==> src/rtl/truth_table_scanner.sv <==
// truth_table_scanner
//   Walks a 4-input combinational circuit through every non-skipped 4-bit
//   code in ascending order. Each code is held for HOLD_CYCLES cycles and
//   then held for one more cycle while the response `s` is sampled into
//   tt_out. Each captured bit is compared with the expected table that was
//   latched at start. The first mismatching code is recorded.
//
// Parameters
//   HOLD_CYCLES : cycles each code is driven before sampling (1..255)
//   SKIP_MASK   : bit i = 1 removes code i from the scan entirely
//
// Ports
//   clk, rst    : rising-edge clock, synchronous active-high reset
//   start       : scan request, accepted only when idle
//   expected    : expected truth table, latched when start is accepted
//   s           : response of the circuit-under-test
//   a,b,c,d     : registered code drive, a = MSB, d = LSB
//   busy        : scan in progress
//   done        : one-cycle completion pulse
//   tt_out      : captured truth table
//   mismatch    : sticky compare-failure flag
//   err_idx     : first mismatching code, valid when mismatch = 1
module truth_table_scanner #(
  parameter int          HOLD_CYCLES = 10,
  parameter logic [15:0] SKIP_MASK   = 16'h0000
) (
  input  logic        clk,
  input  logic        rst,
  input  logic        start,
  input  logic [15:0] expected,
  input  logic        s,
  output logic        a,
  output logic        b,
  output logic        c,
  output logic        d,
  output logic        busy,
  output logic        done,
  output logic [15:0] tt_out,
  output logic        mismatch,
  output logic [3:0]  err_idx
);

  typedef enum logic [1:0] {
    ST_IDLE,
    ST_DRIVE,
    ST_SAMPLE,
    ST_DONE
  } state_t;

  localparam logic [7:0] HOLD_LAST   = 8'(HOLD_CYCLES - 1);
  localparam logic       ALL_SKIPPED = (SKIP_MASK == 16'hFFFF);

  state_t      state, state_n;
  logic [3:0]  idx, idx_n;
  logic [7:0]  cnt, cnt_n;
  logic [15:0] exp_q, exp_n;
  logic [15:0] tt_n;
  logic        mis_n;
  logic [3:0]  err_n;
  logic [3:0]  code_q, code_n;
  logic        busy_n, done_n;

  logic [3:0]  first_code;
  logic [3:0]  next_code;
  logic        has_next;
  logic [3:0]  j;

  // Scanning from the top down leaves the lowest qualifying code in place.
  always_comb begin
    first_code = '0;
    next_code  = '0;
    has_next   = 1'b0;
    j          = '0;
    for (int unsigned i = 0; i < 16; i++) begin
      j = 4'(15 - i);
      if (!SKIP_MASK[j]) begin
        first_code = j;
        if (j > idx) begin
          next_code = j;
          has_next  = 1'b1;
        end
      end
    end
  end

  always_comb begin
    state_n = state;
    idx_n   = idx;
    cnt_n   = cnt;
    exp_n   = exp_q;
    tt_n    = tt_out;
    mis_n   = mismatch;
    err_n   = err_idx;
    unique case (state)
      ST_IDLE: begin
        if (start) begin
          exp_n = expected;
          tt_n  = '0;
          mis_n = 1'b0;
          err_n = '0;
          cnt_n = '0;
          if (ALL_SKIPPED) begin
            state_n = ST_DONE;
          end else begin
            idx_n   = first_code;
            state_n = ST_DRIVE;
          end
        end
      end
      ST_DRIVE: begin
        if (cnt == HOLD_LAST) begin
          cnt_n   = '0;
          state_n = ST_SAMPLE;
        end else begin
          cnt_n = cnt + 8'd1;
        end
      end
      ST_SAMPLE: begin
        tt_n[idx] = s;
        if ((s != exp_q[idx]) && !mismatch) begin
          mis_n = 1'b1;
          err_n = idx;
        end
        if (has_next) begin
          idx_n   = next_code;
          state_n = ST_DRIVE;
        end else begin
          state_n = ST_DONE;
        end
      end
      ST_DONE: state_n = ST_IDLE;
      default: state_n = ST_IDLE;
    endcase

    // Outputs are registered from the next-state view so the code lands on
    // a..d in the same cycle the FSM enters DRIVE.
    busy_n = (state_n == ST_DRIVE) || (state_n == ST_SAMPLE);
    code_n = busy_n ? idx_n : 4'd0;
    done_n = (state_n == ST_DONE);
  end

  always_ff @(posedge clk) begin
    if (rst) begin
      state    <= ST_IDLE;
      idx      <= '0;
      cnt      <= '0;
      exp_q    <= '0;
      tt_out   <= '0;
      mismatch <= 1'b0;
      err_idx  <= '0;
      code_q   <= '0;
      busy     <= 1'b0;
      done     <= 1'b0;
    end else begin
      state    <= state_n;
      idx      <= idx_n;
      cnt      <= cnt_n;
      exp_q    <= exp_n;
      tt_out   <= tt_n;
      mismatch <= mis_n;
      err_idx  <= err_n;
      code_q   <= code_n;
      busy     <= busy_n;
      done     <= done_n;
    end
  end

  assign a = code_q[3];
  assign b = code_q[2];
  assign c = code_q[1];
  assign d = code_q[0];

endmodule

==> config.mk <==
export PLATFORM = sky130hd
export DESIGN_NAME = truth_table_scanner
export DESIGN_NICKNAME = d
export VERILOG_FILES = /design/src/rtl/truth_table_scanner.sv
export SDC_FILE = /design/constraint.sdc
export NUM_CORES = 1
export LEC_CHECK = 0
export ABC_CLOCK_PERIOD_IN_PS = 5800
export BUFFER_PORTS_ARGS = -buffer_cell sky130_fd_sc_hd__buf_4
export CAP_MARGIN = 20
export CORE_MARGIN = 5
export CORE_UTILIZATION = 59
export DETAILED_ROUTE_END_ITERATION = 8
export HOLD_SLACK_MARGIN = 0.15
export PLACE_DENSITY = 0.84
export SYNTH_ARGS = -nofsm -noshare
export SYNTH_HDL_FRONTEND = slang
export SYNTH_SLANG_ARGS = --single-unit
==> constraint.sdc <==
create_clock -name clk -period 5.8 [get_ports clk]
set_clock_uncertainty 0.05 [all_clocks]
set_input_delay 1.16 -clock clk [delete_from_list [all_inputs] [get_ports clk]]
set_output_delay 1.16 -clock clk [all_outputs]
set_load 0.01 [all_outputs]
; ---- Yosys cells after proc, flatten, opt, wreduce, memory -nomap -nowiden
; Index checks and enable logic that the tools add are counted.
[classes]
add_sub_neg = 1
reduce_logical = 12
n_mux = 55
bitwise = 1
n_eq_ne = 10
n_lt_le_gt_ge = 18
[ops]
columns = op, count
row1 = two-way mux 4 bit, 20
row2 = "> comparator 4 bit, first input constant", 8
row3 = case mux 16 bit (2 select lines), 1
row4 = two-way mux 1 bit, 20
row5 = bitwise mux 16 bit, 1
row6 = "> comparator 3 x 4 -> 1 bit, first input constant", 4
row7 = two-way mux 16 bit, 1
row8 = two-way mux 8 bit, 2
row9 = case mux 4 bit (2 select lines), 2
row10 = case mux 8 bit (2 select lines), 1
row11 = "adder 8 x 1 -> 8 bit, second input constant", 1
row12 = "== test 2 bit, second input constant", 4
row13 = "== test 8 x 4 -> 1 bit, second input constant", 1
row14 = "> comparator 1 x 4 -> 1 bit, first input constant", 2
row15 = "> comparator 2 x 4 -> 1 bit, first input constant", 2
row16 = case mux 2 bit (4 select lines), 1
row17 = two-way mux 2 bit, 3
row18 = AND reduction 2 bit, 3
row19 = "less-than comparator 4 x 5 -> 1 bit, second input constant", 1
row20 = binary-select mux 1 bit (select 4 bit), 1
row21 = demux 1 bit (select 4 bit), 1
row22 = "== test 2 x 1 -> 1 bit, second input constant", 2
row23 = ">= comparator 4 x 1 -> 1 bit, second input constant", 1
row24 = "inequality test 2 bit, second input constant", 2
row25 = 10 further kinds, 12
[word_totals]
output_inout_bits = 27
reg_bits = 57

; ---- Depth between registers and ports, before layout
; Gate-level depths: netlist (run 1).
[logic_depth]
ltp_word = 23
mapped_depth = 10

; ---- Least setup slack after synthesis (run 1)
; No wires, ideal clock.
[synth_timing]
path_kind = in2reg
start = input s
end = register err_idx[1]
required_ps = 5680
arrival_time_ps = 2292
slack_ps = 3387
stages = 5
cell_sequence = clkbuf_1 > nor4b_1 > mux2_4 > o21ai_1 > a21oi_1
[synth_between]
elab_chain_cells = 4
[synth_rtl]
columns = item, line_no
row1 = start: declaration, 31  ; input logic s,
row2 = inequality test 1 bit, 120  ; if ((s != exp_q[idx]) && !mismatch) begin
row3 = logical AND 1 bit, 120
row4 = inequality test 2 bit (no source line), n/a
row5 = AND reduction 3 bit (no source line), n/a
row6 = end signal: assignment, 161  ; err_idx <= err_n;
row7 = end: declaration, 40  ; output logic [3:0] err_idx
; Every way passes these cells.
; A chain may end at the register's enable or synchronous reset.

; ---- Worst setup path in the final report (run 1)
[layout_timing]
start = register idx[0]
end = register code_q[0]
[layout_between]
elab_chain_cells = 23
elab_cells_between_ends = 58
classes_between = order compare (16) / eq/ne (2) / mux (37) / bitwise (1) / reduce/logical (2)
[layout_rtl]
columns = item, line_no
row1 = start: declaration, 54  ; logic [3:0] idx, idx_n;
row2 = start signal: assignment, 156  ; idx <= idx_n;
row3 = > comparator 4 bit, 78  ; if (j > idx) begin
row4 = two-way mux 1 bit (15 in a row), 78
row5 = two-way mux 1 bit *, 78
row6 = two-way mux 2 bit *, 124  ; if (has_next) begin
row7 = case mux 2 bit (4 select lines) *, 94  ; unique case (state)
row8 = via state_n[1], 53  ; state_t state, state_n;
row9 = == test 2 x 1 -> 1 bit or == test 2 bit (tied branches), 137  ; busy_n = (state_n == ST_DRIVE) || (state_n == ST_SAMPLE);
row10 = logical OR 1 bit *, 137
row11 = via busy_n, 61  ; logic busy_n, done_n;
row12 = inverter 1 bit (no source line) *, n/a
row13 = OR reduction 2 bit (no source line) *, n/a
row14 = end signal: assignment, 162  ; code_q <= code_n;
row15 = end: declaration, 60  ; logic [3:0] code_q, code_n;
; The timed path passes the listed nets; every way through them passes the cells marked *.

==> load_flow_metrics.sql, run 1 <==
INSERT INTO impl_metrics (metric_group, metric, value, unit) VALUES
('placed_design', 'place.gp.congestion', '0.900', ''),
('drt', 'routed_wirelength', '5950', 'um'),
('power', 'p_total', '0.000788', 'W'),
('synthesis', 'most_common_cell_in_the_netlist', 'dfxtp_1', ''),
('grt', 'grt_overflow_total', '0', ''),
('cts', 'cts-resized-gates', '0', ''),
('finish', 'layout.nets', '373', ''),
('power', 'power.density_cell_area', '248', 'mW/mm^2'),
('synthesis', 'synth_top_flop_cell', 'dfxtp_1', ''),
('timing', 'final_min_period_over_clock_period', '45.8', '%'),
('floorplanning', 'floorplan.initialDensity', '61.0', '%'),
('drt', 'first_iter_violations', '186', ''),
('critical_path', 'reg2reg_slack', '3.15', 'ns'),
('grt', 'track_usage', '20.6', '%'),
('synthesis', 'postSynthRegisterBits', '57', ''),
('cts', 'clock_sinks', '57', ''),
('timing', 'post_route_worst_setup_slack', '3.15', 'ns'),
('cts', 'cts.reportedPaths.clkPinSlew', '0.07', 'ns'),
('critical_path', 'cp-start-kind', 'flop', ''),
('synthesis', 'synth_area', '0.00268', 'mm^2'),
('grt', 'grt_start_max_net_pins', '49', ''),
('grt', 'grt_first_pass_wirelength', '10100', 'um'),
('synthesis', 'synth_sequential_area_ratio', '42.7', '%'),
('drt', 'drtPass1Iterations', '5', ''),
('critical_path', 'worstPathArrival', '2.83', 'ns'),
('timing', 'hold_viol_final', '0', ''),
('finish', 'postLayoutCoreUtil', '72.4', '%'),
('timing', 'post-route-min-period', '2.65', 'ns'),
('timing', 'tightest_slew', '1.04', 'ns'),
('hold_path', 'worst_hold_path_type', 'reg -> reg', ''),
('placed_design', 'place.detailed.instances', '386', ''),
('floorplanning', 'dieWidth', '77.3', 'um'),
('synthesis', 'ys_top_cells_by_count', '57 x dfxtp_1, 45 x nand2_1, 40 x a21oi_1, 20 x nor2_1, 17 x nand4_1', ''),
('timing', 'slew_viol_final', '0', ''),
('placed_design', 'preCtsSetupSlack', '3.14', 'ns'),
('timing', 'max_clock_freq', '377', 'MHz'),
('timing', 'setup-violations-final', '0', ''),
('finish', 'drive_gt1_share', '22.0', '%'),
('synthesis', 'synth_warnings', '0', ''),
('finish', 'syn2layout_area_growth', '18.7', '%'),
('grt', 'grt_pass1_vias', '2307', ''),
('synthesis', 'netlist_instances', '306', ''),
('timing', 'finalSetupTns', '0', 'ns'),
('hold_path', 'min_from', 'exp_q[6]', ''),
('timing', 'timing.max_slew.rel_slack', '30.5', '%'),
('timing', 'rsz0062_at_grt', 'no', ''),
('cts', 'tritoncts.num_buffers', '9', ''),
('critical_path', 'beginning_of_the_worst_register_to_register_path', 'idx[0]', ''),
('cts', 'cts-root-to-sink-buffers', '2', ''),
('cts', 'htree_num_levels', '3', ''),
('placed_design', 'port-buffer-count', '46', ''),
('finish', 'finalNonFillerCells', '402', ''),
('critical_path', 'critical_path.max_fanout', '20', ''),
('job', 'maxCapViolations', '0', ''),
('floorplanning', 'rows', '24', ''),
('synthesis', 'avgSynthCellArea', '8.74', 'um^2'),
('cts', 'insertion_delay', '0.34', 'ns'),
('critical_path', 'criticalPathCategory', 'reg -> reg', ''),
('run_status', 'run_status', 'finished, final reports clean', ''),
('synthesis', 'synth_cell_type_count', '44', ''),
('drt', 'routed-via-count', '2329', ''),
('cts', 'postCtsSetupRepairBufs', '0', ''),
('synthesis', 'mappedNetlistNets', '334', ''),
('placed_design', 'post_dp_hpwl', '4090', 'um'),
('critical_path', 'endpoint_kind', 'flop', ''),
('cts', 'cts_tree', 'built', ''),
('critical_path', 'critPathLaunch', 'idx[0]', ''),
('floorplanning', 'die-height', '77.3', 'um'),
('power', 'power.static_leakage', '1.22', 'nW'),
('floorplanning', 'io_pins', '47', ''),
('synthesis', 'synth_top_area_share', '42.7', '%');
## layout make-up
type	instances	area (um^2)
repair buffers	47	353
well taps	52	65.1
clock inverters	3	15.0
inverters	5	18.8
fillers	355	1210
clock buffers	13	159
flip-flops and latches	57	1140
multi-input cells	225	1420
## per-stage QoR
stage	hold WS (ns)	instance area, um^2
4_1_cts	0.405	3180
2_1_floorplan	0.382	2680
5_1_grt	0.419	3180
3_3_place_gp	0.391	3000
3_5_place_dp	0.397	3000
6_report	0.404	3180
## final timing paths
| check | to | cells after the start |
|---|---|---|
| worst max-delay path | code_q[0] | 8 |
| worst min register to register | exp_q[6] | 2 |
| worst min-delay path | exp_q[6] | 2 |
| worst max register to register | code_q[0] | 8 |
## cell families (layout without fill, tap and decap cells)
kind of cell / Yosys count / after routing / synth area share [%]
adder cells (fa/ha/maj): 8 / 8 / 3.74
XOR/XNOR: 5 / 5 / 1.64
buffers and inverters: 24 / 68 / 4.12
multiplexers: 15 / 15 / 8.28
AND/OR/NAND/NOR: 115 / 115 / 21.0
AO/OA/AOI/OAI: 82 / 82 / 18.5
flip-flops: 57 / 57 / 42.7
## sequential cells by signal, indices dropped and copies added, names as in the netlist, 2 cells and up
name     count
cnt          8
code_q       4
err_idx      4
exp_q       16
idx          4
state        2
tt_out      16
## critical path, stage by stage (launching register included)
cell and delay [ns]:
dfxtp_1 0.81, ha_1 0.40, and3_1 0.24, o221ai_1 0.19, o22ai_1 0.26, ha_1 0.26
nand2b_1 0.11, inv_1 0.07, and2_1 0.15
## cells in the final DEF, fill, tap and decap left out, types with 9 or more instances in the layout
| cell | instances |
|---|---|
| nor2_1 | 20 |
| nand4_1 | 17 |
| dfxtp_1 | 57 |
| a21oi_1 | 40 |
| clkbuf_8 | 11 |
| o211ai_1 | 9 |
| buf_4 | 47 |
| nand2_1 | 45 |
## report_power, final
part | internal, W | switching [W]
logic | 0.0000232 | 0.0000317
clock network | 0.000176 | 0.000151
registers | 0.000401 | 0.00000578
total | 0.000600 | 0.000188
## metal layers
layer / GRT usage [%] / routed length [um]
met3: 7.41 / 464
met5: 0 / 0
met2: 32.7 / 2790
met1: 25.1 / 2580
met4: 9.11 / 114
(Power assumes the default switching activity.)
==> inputs of run 2 (changes only) <==
Settings changed: ABC_AREA set to 1, ABC_CLOCK_PERIOD_IN_PS 5800 to 2200, CORE_UTILIZATION 59 to 50, PLACE_DENSITY 0.84 to 0.75.
Clock period 5.8 ns to 2.2 ns, I/O delays scaled along.
==> load_flow_metrics.sql, run 2 <==
INSERT INTO impl_metrics (metric_group, metric, value, unit) VALUES
('power', 'power.static_leakage', '1.50', 'nW'),
('floorplanning', 'rows', '27', ''),
('timing', 'finalSetupTns', '0', 'ns'),
('critical_path', 'crit_path_max_incr_delay', '0.34', 'ns'),
('critical_path', 'cp_cell_sequence', 'buf_4 -> ha_1 -> nor2_2 -> inv_1 -> nand3_1 -> inv_1 -> nand2_1 -> nand2_1 -> ha_1 -> inv_1 -> nor2_1 -> inv_1 -> a21oi_1', ''),
('synthesis', 'synth_warnings', '0', ''),
('grt', 'grt_first_pass_wirelength', '10800', 'um'),
('synthesis', 'synth_top_flop_cell', 'dfxtp_1', ''),
('finish', 'drive_gt1_share', '24.7', '%'),
('cts', 'cts-resized-gates', '0', ''),
('drt', 'detail_route.vias_per_cell', '5.17', ''),
('floorplanning', 'floorplan.core_area', '0.00547', 'mm^2'),
('cts', 'tritoncts.num_buffers', '9', ''),
('cts', 'cts_tree', 'built', ''),
('grt', 'grt_antenna_before_repair', '0', ''),
('cts', 'cts.reportedPaths.clkPinSlew', '0.06', 'ns'),
('drt', 'top_layer_used', 'met4', ''),
('finish', 'syn2layout_area_growth', '21.3', '%'),
('synthesis', 'synth_top_area_share', '40.9', '%'),
('synthesis', 'synth_edf_count', '0', ''),
('cts', 'hold_buffers', '0', ''),
('cts', 'cts_root_buf', 'clkbuf_8', ''),
('power', 'worst_ir_drop_vdd', '0.000526', 'V'),
('critical_path', 'worst_path_most_repeated_cell', 'inv_1', ''),
('floorplanning', 'dieWidth', '84.7', 'um'),
('drt', 'routed_wirelength', '6350', 'um'),
('timing', 'post-route-min-period', '2.01', 'ns'),
('critical_path', 'worstPathArrival', '2.23', 'ns'),
('drt', 'routed-via-count', '2589', ''),
('drt', 'met1Wirelength', '2960', 'um'),
('power', 'clkPwrFrac', '41.2', '%'),
('cts', 'insertion_delay', '0.34', 'ns'),
('timing', 'tightest_slew', '0.640', 'ns'),
('drt', 'route.antenna.remaining_nets', '0', ''),
('synthesis', 'avgSynthCellArea', '7.44', 'um^2'),
('grt', 'grt_overflow_total', '0', ''),
('critical_path', 'critPathSlowestCell', 'dfxtp_1', ''),
('placed_design', 'port-buffer-count', '46', ''),
('run_status', 'run_status', 'finished, final reports clean', ''),
('finish', 'postLayoutCoreUtil', '61.8', '%'),
('floorplanning', 'die-height', '84.7', 'um'),
('synthesis', 'postSynthRegisterBits', '57', ''),
('finish', 'reg_top3', 'exp_q x16, tt_out x16, cnt x8', ''),
('critical_path', 'worst_path_dominant_cell_family', 'simple AND/OR/NAND/NOR gates', ''),
('synthesis', 'post_synth_main_area_contributors', 'dfxtp_1 41%, nand2_1 8.5%, a21oi_1 6.8%', ''),
('job', 'maxCapViolations', '0', ''),
('drt', 'first_iter_violations', '149', ''),
('synthesis', 'netlist_instances', '375', ''),
('critical_path', 'cp-start-kind', 'flop', ''),
('timing', 'rsz0062_at_grt', 'no', ''),
('grt', 'grt_start_max_net_pins', '46', ''),
('synthesis', 'mappedNetlistNets', '403', ''),
('finish', 'mostFrequentLayoutCell', 'nand2_1', ''),
('finish', 'layout.nets', '453', ''),
('drt', 'post_detailed_route_wirelength_per_cell', '12.7', 'um'),
('critical_path', 'endpoint_kind', 'flop', ''),
('finish', 'n_antenna_cell', '0', ''),
('synthesis', 'yosysTopAreaCell', 'dfxtp_1', ''),
('timing', 'final_min_period_over_clock_period', '91.5', '%'),
('floorplanning', 'io_pins', '47', ''),
('power', 'sequentialPowerShare', '50.4', '%'),
('drt', 'drtPass1Iterations', '5', ''),
('power', 'switching_share', '24.2', '%'),
('critical_path', 'critical_path.max_fanout', '10', ''),
('floorplanning', 'floorplan.initialDensity', '51.0', '%'),
('power', 'internal_dissipation', '0.00162', 'W'),
('critical_path', 'critPathBufInv', '5', ''),
('power', 'p_sw', '0.000516', 'W'),
('synthesis', 'synth_cell_type_count', '40', ''),
('timing', 'hold_viol_final', '0', ''),
('synthesis', 'synth_area', '0.00279', 'mm^2'),
('grt', 'grt_pass1_vias', '2458', ''),
('timing', 'max_clock_freq', '497', 'MHz'),
('cts', 'htree_num_levels', '3', ''),
('synthesis', 'ys_top_cells_by_count', '63 x nand2_1, 57 x dfxtp_1, 40 x inv_1, 38 x a21oi_1, 36 x nor2_1', ''),
('grt', 'track_usage', '18.4', '%'),
('power', 'pwr-share-comb', '8.4', '%'),
('drt', 'route.met3.wl', '415', 'um'),
('finish', 'most-common-layout-cells', '63 x nand2_1, 57 x dfxtp_1, 53 x buf_4, 40 x inv_1, 38 x a21oi_1', ''),
('cts', 'clock_sinks', '57', ''),
('power', 'power.density_cell_area', '630', 'mW/mm^2'),
('critical_path', 'criticalPathCategory', 'reg -> reg', ''),
('timing', 'slew_viol_final', '0', ''),
('timing', 'setup-violations-final', '0', ''),
('hold_path', 'worst_hold_path_type', 'in -> reg', ''),
('cts', 'postCtsSetupRepairBufs', '0', ''),
('placed_design', 'place.gp.congestion', '0.912', ''),
('synthesis', 'synth-async-reset-ratio', '0', '%'),
('synthesis', 'synth_sequential_area_ratio', '40.9', '%'),
('floorplanning', 'die-area', '0.00717', 'mm^2'),
('critical_path', 'critical_path_required', '2.42', 'ns'),
('timing', 'timing.max_slew.rel_slack', '57.3', '%'),
('placed_design', 'post_dp_hpwl', '4560', 'um'),
('synthesis', 'most_common_cell_in_the_netlist', 'nand2_1', ''),
('cts', 'cts-root-to-sink-buffers', '2', ''),
('drt', 'drc', '0', ''),
('drt', 'routed-wl-met2', '2890', 'um');
==> run 2: power by group through the flow <==
stage                     Clock [W]  Sequential (W)  Combinational (W)
after global placement            0         0.00110           0.000177
after global routing       0.000951         0.00108           0.000205
after CTS                  0.000902         0.00107           0.000182
final                      0.000879         0.00107           0.000180
after detailed placement          0         0.00110           0.000181
after floorplan                   0         0.00110           0.000121
==> run 2: worst register-to-register path, delay by kind of cell (launching register included) <==
family	cells	cell delay (ns)
and+or+nand+nor	5	0.50
DFF	1	0.34
AOI/OAI and AO/OA	1	0.13
adders and majority gates	2	0.48
buffers and inverters	5	0.45
==> run 2: per-layer routing <==
metal	vias to the layer above	GRT usage (%)
li1	1339	-
met1	1170	22.7
met2	73	30.0
met3	7	5.59
met4	0	7.34
met5	-	0
==> run 2: cells by family after synthesis <==
family                     Yosys count  synth area share (%)
and+or+nand+nor                    157                  28.4
AOI/OAI and AO/OA                   85                  17.0
buffers and inverters               68                  10.1
DFF                                 57                  40.9
adders and majority gates            8                  3.59
==> run 2: area by class of cell <==
type                            count  area (um^2)
Multi-Input combinational cell    250         1370
Clock inverter                      3         15.0
Sequential cell                    57         1140
Inverter                           54          206
Fill cell                         503         2090
Timing Repair Buffer               53          398
Clock buffer                       12          165
Tap cell                           72         90.1
==> run 2: through the flow <==
step	power (W)	setup slack, ns	hold slack [ns]	instances	cell area [um^2]
after floorplan	0.00122	0.189	0.379	375	2790
after global placement	0.00127	0.297	0.397	486	3200
after detailed placement	0.00128	0.165	0.400	486	3200
after CTS	0.00216	0.147	0.318	501	3380
after global routing	0.00223	0.0183	0.360	501	3380
final	0.00213	0.187	0.332	501	3380
==> run 2: path summary, 6_finish.rpt <==
check	from	endpoint	slack, ns	cells after the start
setup / recovery	idx[0]	code_q[0]	0.19	13
hold / removal	expected[12]	exp_q[12]	0.33	3
hold reg to reg	exp_q[15]	exp_q[15]	0.41	2
setup reg to reg	idx[0]	code_q[0]	0.19	13
==> inputs of run 3 (changes only) <==
==> constraint.sdc (replaced) <==
create_clock -name clk -period 2.2 [get_ports clk]
set_clock_uncertainty 0.05 [all_clocks]
set_input_delay 0.22 -clock clk [delete_from_list [all_inputs] [get_ports clk]]
set_output_delay 0.22 -clock clk [all_outputs]
set_load 0.01 [all_outputs]
==> load_flow_metrics.sql, run 3 (same netlist as run 2, synthesis figures left out) <==
INSERT INTO impl_metrics (metric_group, metric, value, unit) VALUES
('floorplanning', 'die-area', '0.00717', 'mm^2'),
('timing', 'post-route-min-period', '1.97', 'ns'),
('cts', 'cts_root_buf', 'clkbuf_8', ''),
('drt', 'first_iter_violations', '186', ''),
('grt', 'grt_overflow_total', '0', ''),
('finish', 'drive_gt1_share', '23.1', '%'),
('cts', 'cts_tree', 'built', ''),
('drt', 'drtPass1Iterations', '4', ''),
('drt', 'post_detailed_route_wirelength_per_cell', '12.8', 'um'),
('timing', 'max_clock_freq', '508', 'MHz'),
('placed_design', 'place.gp.congestion', '0.898', ''),
('power', 'worst_ir_drop_vdd', '0.000385', 'V'),
('job', 'maxCapViolations', '0', ''),
('critical_path', 'regToRegEndpoint', 'code_q[0]', ''),
('drt', 'route.antenna.remaining_nets', '0', ''),
('critical_path', 'endpoint_kind', 'flop', ''),
('cts', 'cts-root-to-sink-buffers', '2', ''),
('drt', 'drc', '0', ''),
('critical_path', 'reg2reg_slack', '0.23', 'ns'),
('grt', 'grt_pass1_vias', '2569', ''),
('critical_path', 'criticalPathCategory', 'reg -> reg', ''),
('finish', 'layout.nets', '467', ''),
('floorplanning', 'floorplan.core_area', '0.00547', 'mm^2'),
('hold_path', 'worst_hold_path_type', 'in -> reg', ''),
('critical_path', 'worstPathArrival', '2.19', 'ns'),
('grt', 'grt_start_max_net_pins', '47', ''),
('drt', 'detail_route.vias_per_cell', '5.13', ''),
('placed_design', 'post_dp_hpwl', '4670', 'um'),
('drt', 'routed-via-count', '2635', ''),
('power', 'p_total', '0.00211', 'W'),
('timing', 'setup-violations-final', '0', ''),
('timing', 'slew_viol_final', '0', ''),
('critical_path', 'beginning_of_the_worst_register_to_register_path', 'idx[0]', ''),
('drt', 'routed-wl-met2', '3070', 'um'),
('placed_design', 'port-buffer-count', '46', ''),
('hold_path', 'hold-path-cell-count', '3', ''),
('drt', 'top_layer_used', 'met4', ''),
('cts', 'insertion_delay', '0.33', 'ns'),
('placed_design', 'preCtsSetupSlack', '0.197', 'ns'),
('critical_path', 'worstRegToRegCells', '13', ''),
('finish', 'most-common-layout-cells', '63 x nand2_1, 57 x dfxtp_1, 52 x buf_4, 40 x inv_1, 37 x a21oi_1', ''),
('finish', 'area_of_the_multi_input_gates', '0.00137', 'mm^2'),
('finish', 'reg_top3', 'exp_q x16, tt_out x16, cnt x8', ''),
('floorplanning', 'floorplan.initialDensity', '51.0', '%'),
('cts', 'htree_num_levels', '3', ''),
('cts', 'cts.reportedPaths.clkPinSlew', '0.06', 'ns'),
('cts', 'postCtsSetupRepairBufs', '0', ''),
('finish', 'finalNonFillerCells', '514', ''),
('timing', 'timing.max_slew.rel_slack', '57.0', '%'),
('timing', 'final_min_period_over_clock_period', '89.5', '%'),
('drt', 'met1Wirelength', '3070', 'um'),
('timing', 'tightest_slew', '0.645', 'ns'),
('power', 'power.static_leakage', '1.54', 'nW'),
('cts', 'clock_sinks', '57', ''),
('drt', 'routed_wirelength', '6570', 'um'),
('critical_path', 'critical_path_required', '2.42', 'ns'),
('grt', 'grt_first_pass_wirelength', '11400', 'um'),
('hold_path', 'min_to', 'exp_q[10]', ''),
('timing', 'hold_viol_final', '0', ''),
('grt', 'grt_antenna_before_repair', '0', ''),
('finish', 'syn2layout_area_growth', '25.9', '%'),
('floorplanning', 'die-height', '84.7', 'um'),
('critical_path', 'cp-start-kind', 'flop', ''),
('finish', 'register_area', '0.00114', 'mm^2'),
('placed_design', 'place.detailed.instances', '485', ''),
('finish', 'n_antenna_cell', '0', ''),
('timing', 'finalSetupTns', '0', 'ns'),
('finish', 'mostFrequentLayoutCell', 'nand2_1', ''),
('cts', 'tritoncts.num_buffers', '9', ''),
('grt', 'track_usage', '19.6', '%'),
('timing', 'rsz0062_at_grt', 'no', ''),
('floorplanning', 'io_pins', '47', ''),
('power', 'power.density_cell_area', '602', 'mW/mm^2'),
('drt', 'route.met3.wl', '340', 'um'),
('floorplanning', 'rows', '27', ''),
('hold_path', 'min_from', 'expected[10]', ''),
('run_status', 'run_status', 'finished, final reports clean', ''),
('critical_path', 'critical_path.max_fanout', '10', ''),
('timing', 'post_route_worst_setup_slack', '0.232', 'ns'),
('floorplanning', 'dieWidth', '84.7', 'um'),
('finish', 'fillerInstances', '509', '');
run 3: where the power goes:
group          switching, W  total (W)  internal [W]  leakage [nW]
registers         0.0000110    0.00107       0.00106         0.464
clock network      0.000382   0.000841      0.000459        0.0826
logic              0.000118   0.000199     0.0000816         0.997
run 3: critical path, stage by stage (launching register included):
cell     delay [ns]
dfxtp_1        0.34
buf_4          0.18
ha_1           0.21
nor2_2         0.12
inv_1          0.07
nand3_1        0.10
inv_1          0.06
nand2_1        0.09
nand2_1        0.06
ha_1           0.27
inv_1          0.05
nor2_1         0.10
inv_1          0.08
a21oi_2        0.11
run 3: cell type report:
| class | instances | area share (%) |
|---|---|---|
| Multi-Input combinational cell | 250 | 39.1 |
| Sequential cell | 57 | 32.5 |
| Timing Repair Buffer | 67 | 15.4 |
| Inverter | 54 | 5.88 |
| Clock buffer | 14 | 4.63 |
| Tap cell | 72 | 2.56 |
run 3: worst max-delay path by stage:
stage                     cells after the start         to  slack, ns   start
after floorplan                              13  code_q[0]       0.19  idx[0]
after global placement                       13  code_q[0]       0.30  idx[0]
after detailed placement                     13  code_q[0]       0.20  idx[0]
after CTS                                    13  code_q[0]       0.18  idx[0]
after global routing                         13  code_q[3]       0.01  idx[0]
final                                        13  code_q[0]       0.23  idx[0]
run 3: stage by stage:
stage / instance area [um^2] / hold slack [ns] / utilization (%)
finish: 3510 / 0.159 / 64.2
detailed placement: 3190 / 0.396 / 58.4
CTS: 3510 / 0.152 / 64.1
global placement: 3190 / 0.396 / 58.4
global route: 3510 / 0.167 / 64.2
floorplan: 2790 / 0.253 / -
run 3: what timing repair did:
item	CTS	global route
hold endpoints to repair	16	0
gates resized for setup	0	2
hold buffers	15	0
endpoints found under the setup margin	0	2
run 3: metal layers:
| metal | track usage, % | vias to the layer above |
|---|---|---|
| li1 | - | 1369 |
| met5 | 0 | - |
| met1 | 24.2 | 1188 |
| met4 | 8.49 | 0 |
| met2 | 31.8 | 67 |
| met3 | 5.40 | 11 |
